## src/rtl/wave_regs_pkg.sv

```systemverilog
// Shared address map and read-back masks for the wave channel register front end.
package wave_regs_pkg;

    localparam logic [7:0] NR30_ADDR      = 8'h1A;
    localparam logic [7:0] NR31_ADDR      = 8'h1B;
    localparam logic [7:0] NR32_ADDR      = 8'h1C;
    localparam logic [7:0] NR33_ADDR      = 8'h1D;
    localparam logic [7:0] NR34_ADDR      = 8'h1E;
    localparam logic [7:0] WAVE_BASE_ADDR = 8'h30;

    localparam int unsigned NUM_REGS   = 5;
    localparam int unsigned WAVE_BYTES = 16;

    // Bits that always read back as 1 (unimplemented or write-only)
    localparam logic [7:0] NR30_RMASK = 8'h7F;
    localparam logic [7:0] NR31_RMASK = 8'hFF;
    localparam logic [7:0] NR32_RMASK = 8'h9F;
    localparam logic [7:0] NR33_RMASK = 8'hFF;
    localparam logic [7:0] NR34_RMASK = 8'hBF;

    localparam logic [7:0] UNMAPPED_RD = 8'hFF;

endpackage

```

## src/rtl/wave_ram16x8.sv

```systemverilog
// 16-byte wave sample RAM with a flattened 32 x 4-bit sample view.
module wave_ram16x8
    import wave_regs_pkg::*;
(
    input  logic         clk,
    input  logic         rst,
    input  logic         i_we,
    input  logic [3:0]   i_waddr,
    input  logic [7:0]   i_wdata,
    input  logic [3:0]   i_raddr,
    output logic [7:0]   o_rdata,
    output logic [127:0] o_samples
);

    logic [7:0] r_mem [WAVE_BYTES];

    // Byte write port, cleared on reset
    always_ff @(posedge clk or posedge rst) begin
        if (rst) begin
            for (int unsigned i = 0; i < WAVE_BYTES; i++) begin
                r_mem[i] <= '0;
            end
        end else if (i_we) begin
            r_mem[i_waddr] <= i_wdata;
        end
    end

    // Asynchronous read port; the caller registers the result
    always_comb begin
        o_rdata = r_mem[i_raddr];
    end

    // Byte i holds sample 2i in its high nibble and sample 2i+1 in its low nibble
    always_comb begin
        o_samples = '0;
        for (int unsigned i = 0; i < WAVE_BYTES; i++) begin
            o_samples[8*i +: 8] = {r_mem[i][3:0], r_mem[i][7:4]};
        end
    end

endmodule

```

## src/rtl/wave_reg_writer.sv

```systemverilog
// CPU-side register front end for the wave channel: NR30-NR34 and wave RAM.
module wave_reg_writer
    import wave_regs_pkg::*;
#(
    parameter logic [7:0] REG_BASE  = NR30_ADDR,
    parameter logic [7:0] WAVE_BASE = WAVE_BASE_ADDR
) (
    input  logic         clk,
    input  logic         rst,
    input  logic [7:0]   addr,
    input  logic [7:0]   wdata,
    input  logic         wr,
    input  logic         rd,
    output logic [7:0]   rdata,
    output logic         rvalid,
    output logic         enable,
    output logic [1:0]   vol,
    output logic [5:0]   len_load,
    output logic         len_strobe,
    output logic         trigger,
    output logic         len_enable,
    output logic [10:0]  freq,
    output logic [127:0] samples
);

    logic       r_enable;
    logic [5:0] r_len;       // NR31[7:6] are never observable, so only [5:0] is kept
    logic [1:0] r_vol;
    logic [7:0] r_freq_lo;
    logic [2:0] r_freq_hi;
    logic       r_len_en;
    logic       r_trigger;
    logic       r_len_strobe;
    logic [7:0] r_rdata;
    logic       r_rvalid;

    logic [7:0] w_reg_off;
    logic [7:0] w_wave_off;
    logic       w_reg_hit;
    logic       w_wave_hit;
    logic [7:0] w_ram_rdata;
    logic [7:0] w_rd_val;

    // Address decode relative to the two windows
    always_comb begin
        w_reg_off  = addr - REG_BASE;
        w_wave_off = addr - WAVE_BASE;
        w_reg_hit  = (w_reg_off < 8'(NUM_REGS));
        w_wave_hit = (w_wave_off < 8'(WAVE_BYTES));
    end

    wave_ram16x8 u_ram (
        .clk       (clk),
        .rst       (rst),
        .i_we      (wr && w_wave_hit),
        .i_waddr   (w_wave_off[3:0]),
        .i_wdata   (wdata),
        .i_raddr   (w_wave_off[3:0]),
        .o_rdata   (w_ram_rdata),
        .o_samples (samples)
    );

    // Register writes and single-cycle trigger / length-load strobes
    always_ff @(posedge clk or posedge rst) begin
        if (rst) begin
            r_enable     <= 1'b0;
            r_len        <= '0;
            r_vol        <= '0;
            r_freq_lo    <= '0;
            r_freq_hi    <= '0;
            r_len_en     <= 1'b0;
            r_trigger    <= 1'b0;
            r_len_strobe <= 1'b0;
        end else begin
            r_trigger    <= 1'b0;
            r_len_strobe <= 1'b0;
            if (wr && w_reg_hit) begin
                case (w_reg_off[2:0])
                    3'd0: r_enable <= wdata[7];
                    3'd1: begin
                        r_len        <= wdata[5:0];
                        r_len_strobe <= 1'b1;
                    end
                    3'd2: r_vol     <= wdata[6:5];
                    3'd3: r_freq_lo <= wdata;
                    3'd4: begin
                        r_len_en  <= wdata[6];
                        r_freq_hi <= wdata[2:0];
                        // NR30 cannot be written in the same cycle, so r_enable is the post-write value
                        r_trigger <= wdata[7] & r_enable;
                    end
                    default: ;
                endcase
            end
        end
    end

    // Read-back value from current (pre-write) state with unimplemented bits forced high
    always_comb begin
        w_rd_val = UNMAPPED_RD;
        if (w_reg_hit) begin
            case (w_reg_off[2:0])
                3'd0:    w_rd_val = {r_enable, 7'b0} | NR30_RMASK;
                3'd1:    w_rd_val = NR31_RMASK;
                3'd2:    w_rd_val = {1'b0, r_vol, 5'b0} | NR32_RMASK;
                3'd3:    w_rd_val = NR33_RMASK;
                3'd4:    w_rd_val = {1'b0, r_len_en, 3'b0, r_freq_hi} | NR34_RMASK;
                default: w_rd_val = UNMAPPED_RD;
            endcase
        end else if (w_wave_hit) begin
            w_rd_val = w_ram_rdata;
        end
    end

    // Registered read response; rdata holds between reads
    always_ff @(posedge clk or posedge rst) begin
        if (rst) begin
            r_rdata  <= '0;
            r_rvalid <= 1'b0;
        end else begin
            r_rvalid <= rd;
            if (rd) begin
                r_rdata <= w_rd_val;
            end
        end
    end

    assign rdata      = r_rdata;
    assign rvalid     = r_rvalid;
    assign enable     = r_enable;
    assign vol        = r_vol;
    assign len_load   = r_len;
    assign len_strobe = r_len_strobe;
    assign trigger    = r_trigger;
    assign len_enable = r_len_en;
    assign freq       = {r_freq_hi, r_freq_lo};

endmodule

```

## config.mk

```make
export PLATFORM = sky130hd
export DESIGN_NAME = wave_reg_writer
export DESIGN_NICKNAME = d
export VERILOG_FILES = /design/src/rtl/wave_regs_pkg.sv /design/src/rtl/wave_ram16x8.sv /design/src/rtl/wave_reg_writer.sv
export SDC_FILE = /design/constraint.sdc
export NUM_CORES = 1
export LEC_CHECK = 0
export CAP_MARGIN = 20
export CORE_MARGIN = 2
export CORE_UTILIZATION = 45
export DETAILED_ROUTE_END_ITERATION = 10
export HOLD_SLACK_MARGIN = 0.02
export PLACE_DENSITY = 0.8
export SYNTH_ARGS = -nofsm -noshare
export SYNTH_HDL_FRONTEND = slang
export SYNTH_HIERARCHICAL = 1
export SYNTH_SLANG_ARGS = --single-unit
```

## constraint.sdc

```tcl
create_clock -name clk -period 4.37 [get_ports clk]
set_clock_uncertainty 0.15 [all_clocks]
set_input_delay 0.874 -clock clk [delete_from_list [all_inputs] [get_ports clk]]
set_output_delay 0.874 -clock clk [all_outputs]
set_load 0.05 [all_outputs]
```

Yosys cells after proc, flatten, opt, wreduce, memory -nomap -nowiden. Index checks and enable logic that the tools add are counted.

Add/subtract/negate cells: 2. Magnitude comparators: 4. Equality and inequality tests: 4. Multiplexer cells: 13. Bitwise gates (word level): 2. Reduce and logical (&&, ||, !) cells: 9.

Operators by type and width (count): bitwise mux 128 bit (1); two-way mux 8 bit (5); binary-select mux 8 bit (select 4 bit) (1); demux 8 bit (select 4 bit) (1); one-hot mux 8 bit (3 select lines) (1); AND reduction 2 bit (5); less-than comparator 8 x 3 -> 1 bit (second input constant) (1); less-than comparator 8 x 5 -> 1 bit (second input constant) (1); subtractor 8 x 5 -> 8 bit (second input constant) (1); subtractor 8 x 6 -> 8 bit (second input constant) (1); equality test 3 x 2 -> 1 bit (second input constant) (2); >= comparator 5 bit (second input constant) (1); less-than comparator 5 x 1 -> 1 bit (second input constant) (1); NOT 4 -> 5 bit (1); two-way mux 1 bit (4); equality test 3 x 1 -> 1 bit (second input constant) (1); equality test 3 bit (second input constant) (1); logical AND 1 bit (3); logical NOT 3 bit (1); bitwise AND 1 bit (1).

Bits in registers: 160. Input bits: 20. Output and inout port bits: 160. Logic and storage cells: 60.

Logic depth before layout (Yosys ltp). Gate-level depths: netlist of the first run.

Word-level depth: 7. Depth in mapped cells: 7. Gate-level depth less buffers: 6.

Cells and area by module. The synthesis of the first run kept the hierarchy.

By module, submodules not included: wave_ram16x8 (times used 1, cells each 366, area each 5894.4 um^2, sequential area each 3203.1 um^2); wave_reg_writer (times used 1, cells each 116, area each 1453.9 um^2, sequential area each 800.8 um^2).

Worst setup path after synthesis of the first run. No wires, ideal clock.

Kind: input -> register. Start: input port addr[7]. End: register u_ram.r_mem, in the netlist u_ram/o_samples[100]. Setup time: 0.125 ns. Arrival time: 2.415 ns. Data required time: 4.095 ns. Slack: 1.680 ns. Stages on the path: 7. Buffers on the path: 1. Cell sequence: nor2_1 > nand3_1 > nor2_1 > nand3_2 > or3_1 > buf_4 > mux2_4.

Cells in the longest elaborated chain, start to end: 3.

RTL lines: start, declared (line wave_reg_writer.sv:10) `input logic [7:0] addr,`; subtractor 8 x 6 -> 8 bit (line wave_reg_writer.sv:47) `w_wave_off = addr - WAVE_BASE;`; less-than comparator 8 x 5 -> 1 bit (line wave_reg_writer.sv:49) `w_wave_hit = (w_wave_off < 8'(WAVE_BYTES));`; logical AND 1 bit (line wave_reg_writer.sv:55) `.i_we (wr && w_wave_hit),`; end signal, assigned by index (line wave_ram16x8.sv:24) `r_mem[i_waddr] <= i_wdata;`; end, declared (line wave_ram16x8.sv:15) `logic [7:0] r_mem [WAVE_BYTES];`.

No other way between the ends. A chain may end at the register's enable or synchronous reset.

Final worst setup path of the first run.
Start: input port addr[2]. End: register r_freq_lo[4].

Cells in the longest elaborated chain, start to end: 4. Elaborated cells between the ends (all ways): 5. Those cells by class: 1 x add/sub; 1 x order compare; 1 x eq/ne; 2 x reduce/logical.

RTL lines: subtractor 8 x 5 -> 8 bit * (line wave_reg_writer.sv:46) `w_reg_off = addr - REG_BASE;`; less-than comparator 8 x 3 -> 1 bit (line wave_reg_writer.sv:48) `w_reg_hit = (w_reg_off < 8'(NUM_REGS));`; logical AND 1 bit (line wave_reg_writer.sv:77) `if (wr && w_reg_hit) begin`; AND reduction 2 bit (no line) *; end signal, assigned (line wave_reg_writer.sv:85) `3'd3: r_freq_lo <= wdata;`; end, declared (line wave_reg_writer.sv:29) `logic [7:0] r_freq_lo;`.

Mark *: on every way between the ends. The rest lies on a longest branch, timed or not.

==> impl_metrics.env, run 1 <==
export IMPL_synthXorXnorAreaFrac=0.00119
export IMPL_p_int_uw=2740
export IMPL_antennaDiodeCount=0
export IMPL_die_x_microns=132
export IMPL_synthCells=482
export IMPL_p_leak_uw=0.00451
export IMPL_worstPathRequired_ns=4.53
export IMPL_synth_area_leaders="dfrtp_1 54%, mux2_2 19%, mux4_2 9.8%"
export IMPL_synth_top_family_by_area="multiplexers"
export IMPL_synth_area_per_cell_sq_um=15.2
export IMPL_r2r_start="u_ram/o_samples[31]"
export IMPL_powerDensity_nw_per_um2=383
export IMPL_synth_main_ff_cell="dfrtp_1"
export IMPL_rrSetupSlack_ns=2.50
export IMPL_drv_slew=0
export IMPL_synth_compound_area_frac=0.0421
export IMPL_syn_num_nets=503
export IMPL_synth_area_leader_cell="dfrtp_1"
export IMPL_ys_seq_elements=160
export IMPL_synth_cell_types=42
export IMPL_p_seq_frac=0.425
export IMPL_crit_path_end_kind="flip-flop"
export IMPL_antenna_found_initial=0
export IMPL_async_flop_share=1.00
export IMPL_period_needed_ns=3.21
export IMPL_drive_gt1_frac=0.348
export IMPL_ant_nets=0
export IMPL_cts_tree="done"
export IMPL_p_comb_frac=0.180
export IMPL_die_h_microns=132
export IMPL_yosysSeqAreaShare=0.545
export IMPL_hpwl_mm=14.4
export IMPL_finalCritPeriodShare=0.735
export IMPL_r2r_end="rdata[3]"
export IMPL_root_buffer="clkbuf_16"
export IMPL_grt_start_max_net_pins=129
export IMPL_grt_overflow_total=0
export IMPL_tns_ns=0
export IMPL_peakVddDrop_mv=0.294
export IMPL_grt_usage=0.243
export IMPL_gp_congestion=0.833
export IMPL_dieArea_sq_um=17400
export IMPL_setup_worst_path_end="r_freq_lo[4]"
export IMPL_grt_pass1_vias=5331
export IMPL_clkLatencyLatePin_ns=0.43
export IMPL_synthToLayoutAreaGrowth_pct=35.1
export IMPL_crit_start="addr[2]"
export IMPL_cts_sinks=160
export IMPL_max_slew_margin=0.418
export IMPL_post_cts_buffers=0
export IMPL_num_vias=4976
export IMPL_drt_first_pass_iters=6
export IMPL_finalWirelength_mm=20.6
export IMPL_synth_fa_ha_area_frac=0.00170
export IMPL_maxCapViolations=0
export IMPL_clock_power_share=0.395
export IMPL_wl_per_cell_microns=23.3
export IMPL_fmax_mhz=311
export IMPL_detail_route_vias_per_cell=5.62
export IMPL_synth_edff_count=0
export IMPL_synthMuxAreaShare=0.338
export IMPL_worst_r2r_cell_count=5
export IMPL_synthSimpleGateAreaFrac=0.0470
export IMPL_path_class="primary input to flip-flop"
export IMPL_cts_clk_slew_worst_paths_ns=0.06
export IMPL_drcViolationCount=0
export IMPL_port_buffers=179
export IMPL_cp_max_fo=11
export IMPL_setup_viol=0
export IMPL_holdBufCountCts=0
export IMPL_fin_nets=679
export IMPL_cts_buffer_depth=2
export IMPL_start_kind="primary input"
export IMPL_arrival_ns=3.37
export IMPL_io_pins=180
export IMPL_power_uw=3810
export IMPL_numCtsBuffers=17
export IMPL_grt_pass1_wl_mm=31.8
export IMPL_p_sw_frac=0.280
export IMPL_post_cts_resized=0
export IMPL_netlist_area_leader_share=0.545
export IMPL_worstMarginPinSlew_ns=0.870
export IMPL_dp_slack_ns=0.742
export IMPL_rsz0062_at_grt="no"
export IMPL_whs_path_depth=1
export IMPL_netlist_area_sq_um=7350
export IMPL_p_switching_uw=1070
export IMPL_final_setup_worst_slack_ns=1.16
export IMPL_final_hold_viol_count=0
export IMPL_drt_iter0_drc=346
export IMPL_synth_warnings=6
export IMPL_core_sq_um=15900
export IMPL_initial_core_util=0.461
export IMPL_status="completed"
export IMPL_h_tree_depth=4
export IMPL_min_path_type="flip-flop to flip-flop"
export IMPL_num_rows=46
power by group through the flow:
stage / logic (uW) / clock network (uW) / registers (uW)
after floorplan: 185 / 0 / 1890
after global placement: 671 / 0 / 1640
after detailed placement: 686 / 0 / 1640
after CTS: 688 / 1530 / 1620
after global routing: 714 / 1610 / 1630
final: 684 / 1500 / 1620
cell usage after synthesis, types with 8 or more instances:
library cell / number
nor2_2: 9
mux2_2: 127
buf_2: 8
nand2_1: 12
mux4_2: 32
nor2_1: 14
inv_1: 9
mux2_4: 22
dfrtp_1: 160
a22oi_1: 16
nand2b_1: 8
clkbuf_1: 12
final cells by class:
type	instances	area (sq um)
repair buffers	185	1870
clock inverters	6	105
inverters	9	37.5
multi-input cells	285	3160
well taps	216	270
flip-flops and latches	160	4000
clock buffers	25	485
fillers	1208	6010
worst max-delay path: stages:
cell and delay [ns]:
clkdlybuf4s50_1 0.46, buf_4 0.19, inv_1 0.08, ha_1 0.46
nand3_1 0.32, a211oi_4 0.58, mux2_2 0.40
state kept, by name, summed over array words and instances, names as in the netlist:
signal and flops:
vol 2, r_freq_lo 8, trigger 1, len_strobe 1
rdata 8, len_enable 1, u_ram/o_samples 128, enable 1
rvalid 1, r_freq_hi 3, len_load 6
kinds of logic (layout without fill, tap and decap cells):
| family | count (synthesis) | count (layout) |
|---|---|---|
| adders and majority gates | 1 | 1 |
| DFF | 160 | 160 |
| buffers and inverters | 37 | 225 |
| muxes | 181 | 181 |
| xor gates and xnor gates | 1 | 1 |
| AOI/OAI and AO/OA | 39 | 39 |
| and+or+nand+nor | 63 | 63 |
worst min path at each step:
stage | from | endpoint | slack [ns]
2_1_floorplan | rdata[5] | rdata[5] | 0.61
3_3_place_gp | r_freq_lo[0] | r_freq_lo[0] | 0.34
3_5_place_dp | r_freq_lo[6] | r_freq_lo[6] | 0.35
4_1_cts | r_freq_lo[2] | r_freq_lo[2] | 0.36
5_1_grt | r_freq_lo[6] | r_freq_lo[6] | 0.38
6_report | r_freq_lo[2] | r_freq_lo[2] | 0.36
per-layer routing:
layer | vias to the layer above | wire length, microns | global-route usage
li1 | 2141 | - | -
met1 | 2611 | 8790 | 0.330
met2 | 200 | 9940 | 0.379
met3 | 24 | 1550 | 0.0730
met4 | 0 | 333 | 0.0731
met5 | - | 0 | 0
cells in the final DEF (no fill, tap or decap), types with 5 or more instances in the layout:
cell             instances
nor2_2                   9
clkbuf_1                 5
dfrtp_1                160
mux2_2                 127
a22oi_1                 16
nor2_1                  14
clkdlybuf4s50_1        177
nand2_1                 12
mux4_2                  32
clkbuf_16               17
a21oi_1                  5
mux2_4                  22
nand2b_1                 8
inv_1                    8
through the flow:
step,utilization,cells,instance area [sq um],hold WS (ns)
5_1_grt,0.623,886,9930,0.380
3_3_place_gp,0.584,854,9310,0.345
4_1_cts,0.623,886,9930,0.362
2_1_floorplan,-,482,7350,0.611
3_5_place_dp,0.586,855,9340,0.354
6_report,0.623,886,9930,0.355
No activity file was read; power rests on OpenSTA's default activity.
==> run 2: changes to the inputs <==
Clock period 4.37 ns to 2.6 ns, I/O delays scaled along.
==> run 2 against run 1 <==
Via count grew 3.4%; register-to-register slack got worse by 1.7 ns; clock-buffer cell count is 5 lower; utilization up 2.7 points; setup slack got worse by 1.0 ns; cell count is 4.3% higher; critical path depth is 1 lower; sequential cell count is the same; sequential power up 68%; highest routed layer unchanged.
==> impl_metrics.env, run 2 (synthesis gave the netlist of run 1 again) <==
export IMPL_clkLatencyLatePin_ns=0.43
export IMPL_antenna_found_initial=0
export IMPL_p_sw_frac=0.284
export IMPL_grt_busiest_layer="met2"
export IMPL_finalWirelength_mm=21.0
export IMPL_p_leak_uw=0.00473
export IMPL_num_vias=5143
export IMPL_final_hold_viol_count=0
export IMPL_wl_per_cell_microns=22.7
export IMPL_worstMarginPinSlew_ns=0.796
export IMPL_cts_clk_slew_worst_paths_ns=0.07
export IMPL_drcViolationCount=0
export IMPL_fillers=1191
export IMPL_peakVddDrop_mv=0.507
export IMPL_die_x_microns=132
export IMPL_multi_input_area_sq_um=3160
export IMPL_min_path_type="primary input to asynchronous set/reset pin"
export IMPL_grt_start_max_net_pins=129
export IMPL_dieArea_sq_um=17400
export IMPL_h_tree_depth=4
export IMPL_num_rows=46
export IMPL_hpwl_mm=14.9
export IMPL_met1_usage=0.327
export IMPL_drt_iter0_drc=414
export IMPL_max_slew_margin=0.467
export IMPL_mostFrequentLayoutCell="clkdlybuf4s50_1"
export IMPL_maxCapViolations=0
export IMPL_io_pins=180
export IMPL_met3_usage=0.0669
export IMPL_fin_nets=716
export IMPL_worstPathRequired_ns=2.77
export IMPL_grt_pass1_vias=5636
export IMPL_finalCritPeriodShare=0.951
export IMPL_grt_pass1_wl_mm=33.0
export IMPL_grt_usage=0.249
export IMPL_drt_first_pass_iters=4
export IMPL_powerDensity_nw_per_um2=638
export IMPL_clock_power_share=0.411
export IMPL_antennaDiodeCount=0
export IMPL_drv_slew=0
export IMPL_die_h_microns=132
export IMPL_post_cts_resized=0
export IMPL_grt_overflow_total=0
export IMPL_status="completed"
export IMPL_cp_max_fo=7
export IMPL_port_buffers=179
export IMPL_fmax_mhz=404
export IMPL_post_cts_buffers=0
export IMPL_initial_core_util=0.461
export IMPL_p_int_uw=4730
export IMPL_largest_reg_flops=128
export IMPL_numCtsBuffers=17
export IMPL_layout_common_cells="177 x clkdlybuf4s50_1, 160 x dfrtp_1, 127 x mux2_2, 32 x buf_4, 32 x mux4_2"
export IMPL_p_seq_frac=0.411
export IMPL_cts_buffer_depth=2
export IMPL_final_seq_area_sq_um=4000
export IMPL_start_kind="primary input"
export IMPL_core_sq_um=15900
export IMPL_cts_sinks=160
export IMPL_tns_ns=0
export IMPL_period_needed_ns=2.47
export IMPL_grt_met2_usage=0.408
export IMPL_root_buffer="clkbuf_16"
export IMPL_drive_gt1_frac=0.390
export IMPL_gp_congestion=0.866
export IMPL_ant_nets=0
export IMPL_rsz0062_at_grt="no"
export IMPL_path_class="primary input to flip-flop"
export IMPL_p_comb_frac=0.177
export IMPL_crit_path_end_kind="flip-flop"
export IMPL_setup_viol=0
export IMPL_arrival_ns=2.64
export IMPL_whs_ns=0.266
export IMPL_p_switching_uw=1880
export IMPL_detail_route_vias_per_cell=5.57
export IMPL_synthToLayoutAreaGrowth_pct=41.0
export IMPL_cts_tree="done"
export IMPL_holdBufCountCts=0
## run 2: routing by layer
metal / routed length [microns] / vias up
li1: - / 2224
met1: 8860 / 2703
met2: 10500 / 184
met3: 1250 / 32
met4: 398 / 0
met5: 0 / -
## run 2: path summary, 6_finish.rpt
| path | from | end | slack (ns) | cells past startpoint |
|---|---|---|---|---|
| max | addr[2] | len_load[5] | 0.13 | 6 |
| min | rst | rdata[0] | 0.27 | 2 |
| max reg2reg | u_ram/o_samples[93] | rdata[1] | 0.78 | 5 |
| min reg2reg | r_freq_lo[3] | r_freq_lo[3] | 0.35 | 1 |
| max in group asynchronous | rst | u_ram/o_samples[36] | 1.23 | 3 |
| min in group clk | r_freq_lo[3] | r_freq_lo[3] | 0.35 | 1 |
## run 2: stage by stage
stage	utilization	worst slack, ns	total power, uW	instance area, sq um	std cells
4_1_cts	0.650	0.138	6660	10400	924
2_1_floorplan	-	0.264	3480	7350	482
5_1_grt	0.650	0.0605	6810	10400	924
3_5_place_dp	0.609	-0.303	3940	9710	892
3_3_place_gp	0.609	-0.194	3910	9710	892
6_report	0.650	0.128	6610	10400	924
## run 2: critical path: stages
cell and delay (ns):
clkdlybuf4s50_1 0.48, inv_1 0.07, ha_1 0.35, o21ai_2 0.38, a211o_1 0.48, mux2_4 0.35
## run 2: power by group through the flow
stage	Sequential, uW	Combinational, uW	Clock, uW
after floorplan	3170	312	0
after global placement	2750	1160	0
after detailed placement	2760	1180	0
after CTS	2720	1180	2760
after global routing	2730	1220	2850
final	2720	1170	2720
## run 2: cell type report
class	count	area share
Tap cell	216	0.0261
Multi-Input combinational cell	285	0.305
Clock inverter	12	0.0176
Inverter	9	0.00362
Timing Repair Buffer	222	0.216
Clock buffer	20	0.0450
Sequential cell	160	0.386
==> run 3: changes to the inputs <==
Settings changed: CORE_ASPECT_RATIO set to 0.9.
==> run 3 against run 2 <==
Combinational power about the same; critical path depth unchanged; via count rose by 1.8%; sequential share of layout area hardly changed; clock power shrank 1%; sequential power barely moved; sequential cell count did not move; global-route usage rose by 0.084 points; wire length grew 1.5%; first-iteration DRC count shrank 18%.
==> impl_metrics.env, run 3 (synthesis gave the netlist of run 1 again) <==
export IMPL_status="completed"
export IMPL_cts_clk_slew_worst_paths_ns=0.06
export IMPL_grt_start_max_net_pins=57
export IMPL_r2r_start="u_ram/o_samples[64]"
export IMPL_final_hold_viol_count=0
export IMPL_die_h_microns=125
export IMPL_cp_max_fo=7
export IMPL_period_needed_ns=2.49
export IMPL_path_class="primary input to flip-flop"
export IMPL_cts_sinks=160
export IMPL_detail_route_vias_per_cell=5.71
export IMPL_drt_first_pass_iters=5
export IMPL_powerDensity_nw_per_um2=634
export IMPL_finalWirelength_mm=21.3
export IMPL_cts_tree="done"
export IMPL_crit_path_end_kind="flip-flop"
export IMPL_h_tree_depth=4
export IMPL_initial_core_util=0.457
export IMPL_grt_pass1_vias=5612
export IMPL_rrSetupSlack_ns=0.76
export IMPL_drive_gt1_frac=0.390
export IMPL_gp_congestion=0.906
export IMPL_grt_pass1_wl_mm=32.9
export IMPL_antennaDiodeCount=0
export IMPL_num_vias=5236
export IMPL_cts_buffer_depth=2
export IMPL_tns_ns=0
export IMPL_maxCapViolations=0
export IMPL_drt_iter0_drc=338
export IMPL_start_kind="primary input"
export IMPL_p_leak_uw=0.00474
export IMPL_wl_per_cell_microns=23.2
export IMPL_antenna_found_initial=0
export IMPL_fin_nets=718
export IMPL_synthToLayoutAreaGrowth_pct=41.0
export IMPL_rsz0062_at_grt="no"
export IMPL_worst_r2r_cell_count=5
export IMPL_clkLatencyLatePin_ns=0.43
export IMPL_min_path_type="primary input to asynchronous set/reset pin"
export IMPL_fmax_mhz=401
export IMPL_max_slew_margin=0.464
export IMPL_grt_usage=0.250
export IMPL_peakVddDrop_mv=0.486
export IMPL_arrival_ns=2.65
export IMPL_io_pins=180
export IMPL_fin_util=0.645
export IMPL_port_buffers=179
export IMPL_numCtsBuffers=17
export IMPL_setup_viol=0
export IMPL_whs_ns=0.323
export IMPL_drcViolationCount=0
export IMPL_root_buffer="clkbuf_16"
export IMPL_core_sq_um=16100
export IMPL_holdBufCountCts=0
export IMPL_drv_slew=0
export IMPL_layout_common_cells="177 x clkdlybuf4s50_1, 160 x dfrtp_1, 127 x mux2_2, 33 x buf_4, 32 x mux4_2"
export IMPL_num_rows=44
export IMPL_hpwl_mm=14.8
export IMPL_grt_overflow_total=0
export IMPL_mostFrequentLayoutCell="clkdlybuf4s50_1"
export IMPL_worstMarginPinSlew_ns=0.803
export IMPL_dieArea_sq_um=17400
export IMPL_largest_reg_flops=128
export IMPL_worstPathRequired_ns=2.76
export IMPL_finalCritPeriodShare=0.958
export IMPL_ant_nets=0
export IMPL_die_x_microns=139
export IMPL_r2r_end="rdata[4]"
==> run 3: cell types whose count changed in the layout (fill, tap and decap cells not counted) <==
cell / delta
a2111oi_0: -1
a2111oi_1: +1
buf_12: +1
buf_4: +1
clkbuf_1: +1
clkbuf_8: -3
clkinv_2: -1
clkinv_4: +1
clkinvlp_4: -1
inv_6: +3
==> run 3: what timing repair did <==
item,in CTS,in global routing
buffers inserted,0,0
gates resized for setup,0,1
endpoints found under the hold margin,0,0
endpoints found under the setup margin,0,1
==> run 3: how the worst max path moves through the flow <==
stage                     startpoint              endpoint  slack (ns)  cells past startpoint
final                        addr[2]           len_load[2]        0.11                      6
after global routing         addr[2]           len_load[2]        0.04                      6
after CTS                    addr[2]              rdata[6]        0.03                      7
after detailed placement     addr[2]              rdata[6]       -0.41                      8
after global placement       addr[2]              rdata[6]       -0.35                      8
after floorplan              addr[7]  u_ram/o_samples[100]        0.26                      7
==> run 3: where the power goes <==
part	internal [uW]	switching, uW
Sequential	2610	107
Clock	1620	1050
Combinational	434	743
Total	4670	1900
==> run 3: per-layer routing <==
layer / GRT usage / up-vias / routed length (microns)
met1: 0.344 / 2742 / 9000
met4: 0.0749 / 0 / 461
met2: 0.392 / 235 / 10100
li1: - / 2223 / -
met3: 0.0705 / 36 / 1730
met5: 0 / - / 0
==> run 3: area by class of cell <==
class,count,area (sq um)
Sequential cell,160,4000
Inverter,9,37.5
Clock buffer,18,429
Tap cell,207,259
Timing Repair Buffer,224,2270
Clock inverter,14,205
Fill cell,1188,5710
Multi-Input combinational cell,285,3160
==> run 3: critical path: stages <==
cell,delay (ns)
clkdlybuf4s50_1,0.50
inv_1,0.07
ha_1,0.38
o21ai_2,0.38
a211o_1,0.46
mux2_4,0.34
==> run 3: metrics by stage <==
stage	total power [uW]	area (sq um)	std cells	setup WS, ns
2_1_floorplan	3480	7350	482	0.264
3_3_place_gp	3910	9730	885	-0.349
3_5_place_dp	3940	9730	885	-0.410
4_1_cts	6610	10400	917	0.0250
5_1_grt	6780	10400	917	0.0420
6_report	6570	10400	917	0.109
